$ cat src/rtl/pipeline_pkg.sv
// rtl/pipeline_pkg.sv - shared stage tag, forward select and kill mask definitions
package pipeline_pkg;

    // Tags carry rd at a fixed width; register numbers narrower than this are zero-extended.
    localparam int MAX_REG_W = 8;

    typedef struct packed {
        logic                 valid;
        logic [MAX_REG_W-1:0] rd;
        logic                 wr;
        logic                 ld;
    } stage_tag_t;

    typedef enum logic [1:0] {
        FWD_RF = 2'd0,
        FWD_S2 = 2'd1,
        FWD_S3 = 2'd2,
        FWD_S4 = 2'd3
    } fwd_sel_t;

    localparam logic [3:0] KILL_NONE  = 4'b0000;
    localparam logic [3:0] KILL_STALL = 4'b0010;
    localparam logic [3:0] KILL_FLUSH = 4'b0111;

    localparam stage_tag_t BUBBLE = '0;

    function automatic logic producer_hit(input stage_tag_t tag, input logic [MAX_REG_W-1:0] src);
        return tag.valid && tag.wr && (tag.rd == src);
    endfunction

endpackage

$ cat src/rtl/operand_fwd_mux.sv
// rtl/operand_fwd_mux.sv - per-operand producer compare, youngest-first select and data mux
module operand_fwd_mux
    import pipeline_pkg::*;
#(
    parameter int DATA_W = 16,
    parameter int REG_W  = 3
) (
    input  logic              s1_valid,
    input  logic              src_use,
    input  logic [REG_W-1:0]  src,
    input  stage_tag_t        s2,
    input  stage_tag_t        s3,
    input  stage_tag_t        s4,
    input  logic [DATA_W-1:0] rf_data,
    input  logic [DATA_W-1:0] res_s2,
    input  logic [DATA_W-1:0] res_s3,
    input  logic [DATA_W-1:0] wb_data,
    output logic [1:0]        sel,
    output logic [DATA_W-1:0] data,
    output logic              load_hit
);

    logic [MAX_REG_W-1:0] src_ext;
    logic                 hit2, hit3, hit4;
    fwd_sel_t             sel_e;
    logic                 unused_s4_ld;

    assign src_ext      = MAX_REG_W'(src);
    assign hit2         = s1_valid && src_use && producer_hit(s2, src_ext);
    assign hit3         = s1_valid && src_use && producer_hit(s3, src_ext);
    assign hit4         = s1_valid && src_use && producer_hit(s4, src_ext);
    assign unused_s4_ld = s4.ld;

    // A load still in S2 or S3 has no data yet, regardless of younger matches.
    assign load_hit = (hit2 && s2.ld) || (hit3 && s3.ld);

    always_comb begin
        sel_e = FWD_RF;
        data  = rf_data;
        if (hit2) begin
            sel_e = FWD_S2;
            data  = res_s2;
        end else if (hit3) begin
            sel_e = FWD_S3;
            data  = res_s3;
        end else if (hit4) begin
            sel_e = FWD_S4;
            data  = wb_data;
        end
    end

    assign sel = sel_e;

endmodule

$ cat src/rtl/pipeline_hazard_ctrl.sv
// rtl/pipeline_hazard_ctrl.sv - stage tag tracking, operand forwarding, load-use stall and flush control
module pipeline_hazard_ctrl
    import pipeline_pkg::*;
#(
    parameter int DATA_W  = 16,
    parameter int REG_W   = 3,
    parameter int NUM_OPS = 3,
    parameter int CNT_W   = 16
) (
    input  logic                      clk,
    input  logic                      rst_n,
    input  logic                      dec_valid,
    input  logic [NUM_OPS*REG_W-1:0]  dec_src,
    input  logic [NUM_OPS-1:0]        dec_src_use,
    input  logic [REG_W-1:0]          dec_rd,
    input  logic                      dec_wr,
    input  logic                      dec_ld,
    input  logic                      flush_in,
    input  logic [NUM_OPS*DATA_W-1:0] rf_data,
    input  logic [DATA_W-1:0]         res_s2,
    input  logic [DATA_W-1:0]         res_s3,
    input  logic [DATA_W-1:0]         wb_data,
    output logic [NUM_OPS*DATA_W-1:0] op_data,
    output logic [NUM_OPS*2-1:0]      op_sel,
    output logic                      update_s1,
    output logic [4:1]                kill,
    output logic [CNT_W-1:0]          stall_cnt,
    output logic [CNT_W-1:0]          flush_cnt
);

    stage_tag_t                 s1, s2, s3, s4;
    stage_tag_t                 dec_tag;
    logic [NUM_OPS*REG_W-1:0]   s1_src;
    logic [NUM_OPS-1:0]         s1_use;
    logic [NUM_OPS-1:0]         load_hit;
    logic                       flush;
    logic                       stall;

    for (genvar g = 0; g < NUM_OPS; g++) begin : g_op
        operand_fwd_mux #(
            .DATA_W (DATA_W),
            .REG_W  (REG_W)
        ) u_fwd (
            .s1_valid (s1.valid),
            .src_use  (s1_use[g]),
            .src      (s1_src[g*REG_W +: REG_W]),
            .s2       (s2),
            .s3       (s3),
            .s4       (s4),
            .rf_data  (rf_data[g*DATA_W +: DATA_W]),
            .res_s2   (res_s2),
            .res_s3   (res_s3),
            .wb_data  (wb_data),
            .sel      (op_sel[g*2 +: 2]),
            .data     (op_data[g*DATA_W +: DATA_W]),
            .load_hit (load_hit[g])
        );
    end

    // Gating with rst_n keeps kill/update_s1 at their idle values throughout reset.
    assign flush     = rst_n && flush_in;
    assign stall     = rst_n && (|load_hit) && !flush_in;
    assign update_s1 = !stall;
    assign kill      = flush ? KILL_FLUSH : (stall ? KILL_STALL : KILL_NONE);

    assign dec_tag = '{valid: dec_valid, rd: MAX_REG_W'(dec_rd), wr: dec_wr, ld: dec_ld};

    always_ff @(posedge clk or negedge rst_n) begin
        if (!rst_n) begin
            s1        <= BUBBLE;
            s2        <= BUBBLE;
            s3        <= BUBBLE;
            s4        <= BUBBLE;
            s1_src    <= '0;
            s1_use    <= '0;
            stall_cnt <= '0;
            flush_cnt <= '0;
        end else begin
            s4 <= s3;
            if (flush) begin
                s1 <= BUBBLE;
                s2 <= BUBBLE;
                s3 <= BUBBLE;
                if (!(&flush_cnt)) flush_cnt <= flush_cnt + 1'b1;
            end else if (stall) begin
                s2 <= BUBBLE;
                s3 <= s2;
                if (!(&stall_cnt)) stall_cnt <= stall_cnt + 1'b1;
            end else begin
                s1     <= dec_tag;
                s1_src <= dec_src;
                s1_use <= dec_src_use;
                s2     <= s1;
                s3     <= s2;
            end
        end
    end

endmodule

$ cat config.mk
export PLATFORM = sky130hd
export DESIGN_NAME = pipeline_hazard_ctrl
export DESIGN_NICKNAME = d
export VERILOG_FILES = /design/src/rtl/pipeline_pkg.sv /design/src/rtl/operand_fwd_mux.sv /design/src/rtl/pipeline_hazard_ctrl.sv
export SDC_FILE = /design/constraint.sdc
export NUM_CORES = 1
export LEC_CHECK = 0
export ABC_AREA = 1
export CAP_MARGIN = 20
export CORE_MARGIN = 8
export CORE_UTILIZATION = 49
export CTS_BUF_LIST = sky130_fd_sc_hd__clkbuf_4 sky130_fd_sc_hd__clkbuf_8
export DETAILED_ROUTE_END_ITERATION = 10
export PLACE_DENSITY = 0.92
export REMOVE_ABC_BUFFERS = 1
export SYNTH_ARGS = -nofsm -noshare
export SYNTH_HDL_FRONTEND = slang
export SYNTH_HIERARCHICAL = 1
export SYNTH_SLANG_ARGS = --single-unit
$ cat constraint.sdc
create_clock -name clk -period 2.5 [get_ports clk]
set_input_delay 0.5 -clock clk [delete_from_list [all_inputs] [get_ports clk]]
set_output_delay 0.5 -clock clk [all_outputs]
set_load 0.05 [all_outputs]
== Word-level counts from Yosys, hierarchy flattened ==
Cells that the tools add are included.
Widths: inputs -> output; s select.
Storage, ports and cells
  bits in registers: 87
  output and inout bits: 91
Operators by class
  reductions and logical operators: 44
  muxes and demuxes: 25
  equality and inequality tests: 10
  bitwise gates (word level): 4
  $add $sub $neg: 2
Operators by type and width (number)
  $mux 16: 9
  $eq 8x3->1: 9
  $mux 11: 5
  $logic_and 1x1->1: 33
  $add 16x1->16 const B: 2
  $reduce_and 16->1: 2
  $mux 2: 10
  $not 1->1: 4
  $reduce_and 2->1: 2
  $logic_or 1x1->1: 3
  $mux 3: 1
  $reduce_and 3->1: 1
  $reduce_or 3->1: 1
  $logic_not 1->1: 2
  $ne 2x2->1 const B: 1

== Longest topological paths before layout ==
  depth after elaboration: 10
  depth in mapped cells: 15

== Cells and area by module ==
The synthesis kept the hierarchy.
Modules (own cells, without submodules)
  operand_fwd_mux: seq. area each 0.0 um^2, area each 1152.4 um^2, cells each 235, instances 3
  pipeline_hazard_ctrl: seq. area each 1701.6 um^2, area each 3330.7 um^2, cells each 420, instances 1

== Worst setup path before layout ==
OpenSTA, ideal clock, no wires.
  path type: register to output
  start: reg, netlist name s3[2]
  end: out op_sel[0]
  slack: 8 ps
  required time: 2000 ps
  stages on the path, launching flop included: 6
  arrival: 1992 ps
  path through: dfrtp_1 > nor2_1 > nor3b_1 > nand3_1 > inv_1 > o21ai_0
Between the ends
  word-level cells in the longest chain between the ends: 5
RTL lines
  $eq 8x3->1: RTL line pipeline_pkg.sv:28  | return tag.valid && tag.wr && (tag.rd == src);
  $logic_and 1x1->1: RTL line pipeline_pkg.sv:28
  $logic_and 1x1->1: RTL line operand_fwd_mux.sv:30  | assign hit3 = s1_valid && src_use && producer_hit(s3, src_ext);
  $mux 2: RTL line operand_fwd_mux.sv:43  | end else if (hit3) begin
  $mux 2: RTL line operand_fwd_mux.sv:40  | if (hit2) begin
  end, declared: RTL line pipeline_hazard_ctrl.sv:24  | output logic [NUM_OPS*2-1:0] op_sel,
No other way between the ends.

== Worst setup path in the final report ==
  start: reg, netlist name s4[1]
  end: out op_data[46]
Between the ends
  word-level cells in the longest chain between the ends: 6
RTL lines
  $logic_and 1x1->1 (2 in series): RTL line pipeline_pkg.sv:28
  $logic_and 1x1->1: RTL line operand_fwd_mux.sv:31  | assign hit4 = s1_valid && src_use && producer_hit(s4, src_ext);
  $mux 16: RTL line operand_fwd_mux.sv:46  | end else if (hit4) begin
  $mux 16: RTL line operand_fwd_mux.sv:43
  $mux 16: RTL line operand_fwd_mux.sv:40
  end, declared: RTL line pipeline_hazard_ctrl.sv:23  | output logic [NUM_OPS*DATA_W-1:0] op_data,
No other way between the ends.

==> results.py <==
metrics = {
    "timing": {
        "rsz0062_at_grt": "true",
        "fin_hold_ws_ps": 426.1,
        "max_freq_mhz": 343.2,
        "tightestPinTransition_ps": 850.4,
        "finClkSkew_ps": 6.193,
        "setup-tns-final_ps": -5205,
        "finalMaxSlewViolations": 0,
        "fin_crit_ps": 2914,
        "relSlewSlack": 0.4331,
        "timing.final.crit_share": 1.165,
        "setup_viol": 50,
        "finalHoldViolCount": 0,
        "fin_ws_ps": -413.7,
    },
    "placement": {
        "placed_area_sq_mm": 0.009119,
        "gp_congestion": 0.9587,
        "numPortBuffers": 206,
        "place.detailed.hpwl_mm": 18.90,
    },
    "grt": {
        "antenna_found_initial": 0,
        "grt_max_degree": 68,
        "grt_remaining_overflow": 0,
        "grt_pass1_vias": 8874,
        "grt_usage": 0.2979,
        "grt_pass1_wl_mm": 43.61,
    },
    "floorplan": {
        "fp.dieH_microns": 133.5,
        "core_area_sq_mm": 0.01367,
        "ios": 208,
        "initial_core_util": 0.4949,
        "dieArea_sq_mm": 0.01782,
        "die_width_microns": 133.5,
        "num_rows": 43,
    },
    "power": {
        "p_clk_frac": 0.217,
        "p_int_mw": 2.096,
        "p_total_mw": 3.499,
        "vdd_drop_max_uv": 755.4,
        "swShare": 0.4011,
        "cellLeakagePower_nw": 4.947,
        "p_sw_mw": 1.403,
        "p_comb_frac": 0.413,
        "power_density_mw_per_mm2": 334.0,
        "pwr-share-seq": 0.371,
    },
    "clock_tree": {
        "h-tree-depth": 3,
        "max-clock-path-buffers": 2,
        "root_buffer": "clkbuf_8",
        "path_clk_slew_ps": 70,
        "clock_latency_ps": 340,
        "cts_sinks": 67,
        "cts-buffers-inserted": 9,
        "tritoncts": "done",
        "cts_hold_buf": 0,
    },
    "detailed_routing": {
        "wl_per_cell_microns": 18.95,
        "vias_per_cell": 5.778,
        "dr.pass1.iters": 11,
        "num_vias": 9348,
        "drc": 14,
        "wl_mm": 30.66,
        "ant_nets": 0,
        "drtIter0Drc": 1232,
    },
    "finish": {
        "drive_gt1_frac": 0.2323,
        "fin_area_sq_mm": 0.01048,
        "diodes": 0,
        "final_common_cell": "nand2_1",
        "nNetsFinal": 1555,
        "syn2layout_area_growth_pct": 54.89,
        "final_cell_mix": "nand2_1, nor2_1, clkdlybuf4s50_1, nand3_1, inv_1",
    },
    "worst_setup_path": {
        "cp-end-kind": "primary output",
        "worst_ep_arrival_time_ps": 2410,
        "critPathMaxStageDelay_ps": 440,
        "path_cells": "inv_2 > nor2_2 > nand2_2 > nor2_4 > nand2_2 > nor2_4 > clkbuf_16 > nand3_1 > nand2_1 > nor2_1 > nor2_1 > buf_6",
        "crit_buf_inv": 3,
        "crit_type": "reg2out",
        "path_max_fanout": 8,
        "critPathLaunchType": "flip-flop",
        "path_delay_family": "simple AND/OR/NAND/NOR gates",
        "slowest_stage": "dfrtp_2",
        "required_ps": 2000,
    },
    "yosys": {
        "synthCells": 1124,
        "syn-cell-area_sq_mm": 0.006763,
        "ys_warn_count": 6,
        "syn_area_per_cell_sq_um": 6.017,
    },
    "flow_run": {
        "max_cap_viol_count": 0,
    },
    "status": {
        "status": "finished, violations left",
        "failed_checks": "DRC, setup timing",
    },
    "worst_hold_path": {
        "min_path_type": "in2async",
    },
}
worst paths after layout:
| path | start | endpoint | slack [ps] | cells after the start |
|---|---|---|---|---|
| setup / recovery | s4[1] | op_data[46] | -410 | 12 |
| hold / removal | rst_n | flush_cnt[6] | 430 | 2 |
| setup reg to reg | s3[10] | stall_cnt[3] | 80 | 14 |
| hold reg to reg | s3[4] | s4[4] | 480 | 0 |
| max in group asynchronous | rst_n | s1[10] | 1480 | 2 |
| min in group clk | s3[4] | s4[4] | 480 | 0 |
flip-flops by register name, summed over array words and instances, names as in the netlist:
| register | count |
|---|---|
| flush_cnt | 16 |
| s1 | 6 |
| s1_src | 9 |
| s1_use | 3 |
| s2 | 6 |
| s3 | 6 |
| s4 | 5 |
| stall_cnt | 16 |
power groups by stage:
stage | combinational (mW) | sequential [mW] | clock [mW]
3_3_place_gp | 1.20 | 1.30 | 0
5_1_grt | 1.53 | 1.31 | 0.812
4_1_cts | 1.32 | 1.29 | 0.766
2_1_floorplan | 0.577 | 1.41 | 0
6_report | 1.44 | 1.30 | 0.758
3_5_place_dp | 1.22 | 1.30 | 0
metrics by stage:
stage / utilization / worst slack [ps] / std cells
2_1_floorplan: - / -241.7 / 1152
3_3_place_gp: 0.6673 / 162.1 / 1560
3_5_place_dp: 0.6673 / 131.6 / 1560
4_1_cts: 0.7263 / -75.24 / 1607
5_1_grt: 0.7665 / -512.6 / 1618
6_report: 0.7665 / -413.7 / 1618
final cells by class:
cell class,count,area (sq um)
Multi-Input combinational cell,983,5156
Fill cell,854,3191
Timing Repair Buffer,265,2819
Sequential cell,67,1697
Inverter,110,422.9
Tap cell,180,225.2
Clock buffer,10,137.6
Clock inverter,3,17.52
per-layer routing:
metal,track usage,vias up,routed length (microns)
met3,0.07492,275,3898
li1,-,4187,-
met5,0,-,0
met2,0.5071,749,14000
met1,0.3283,4137,10290
met4,0.1809,0,2476
timing repair:
item                       4_1_cts  5_1_grt
setup endpoints to repair       54       70
setup buffers                   27        9
pin swaps                       29       27
cloned                           7        2
gates resized for setup         82      122
Note: power is estimated with default switching activity, not from simulation.
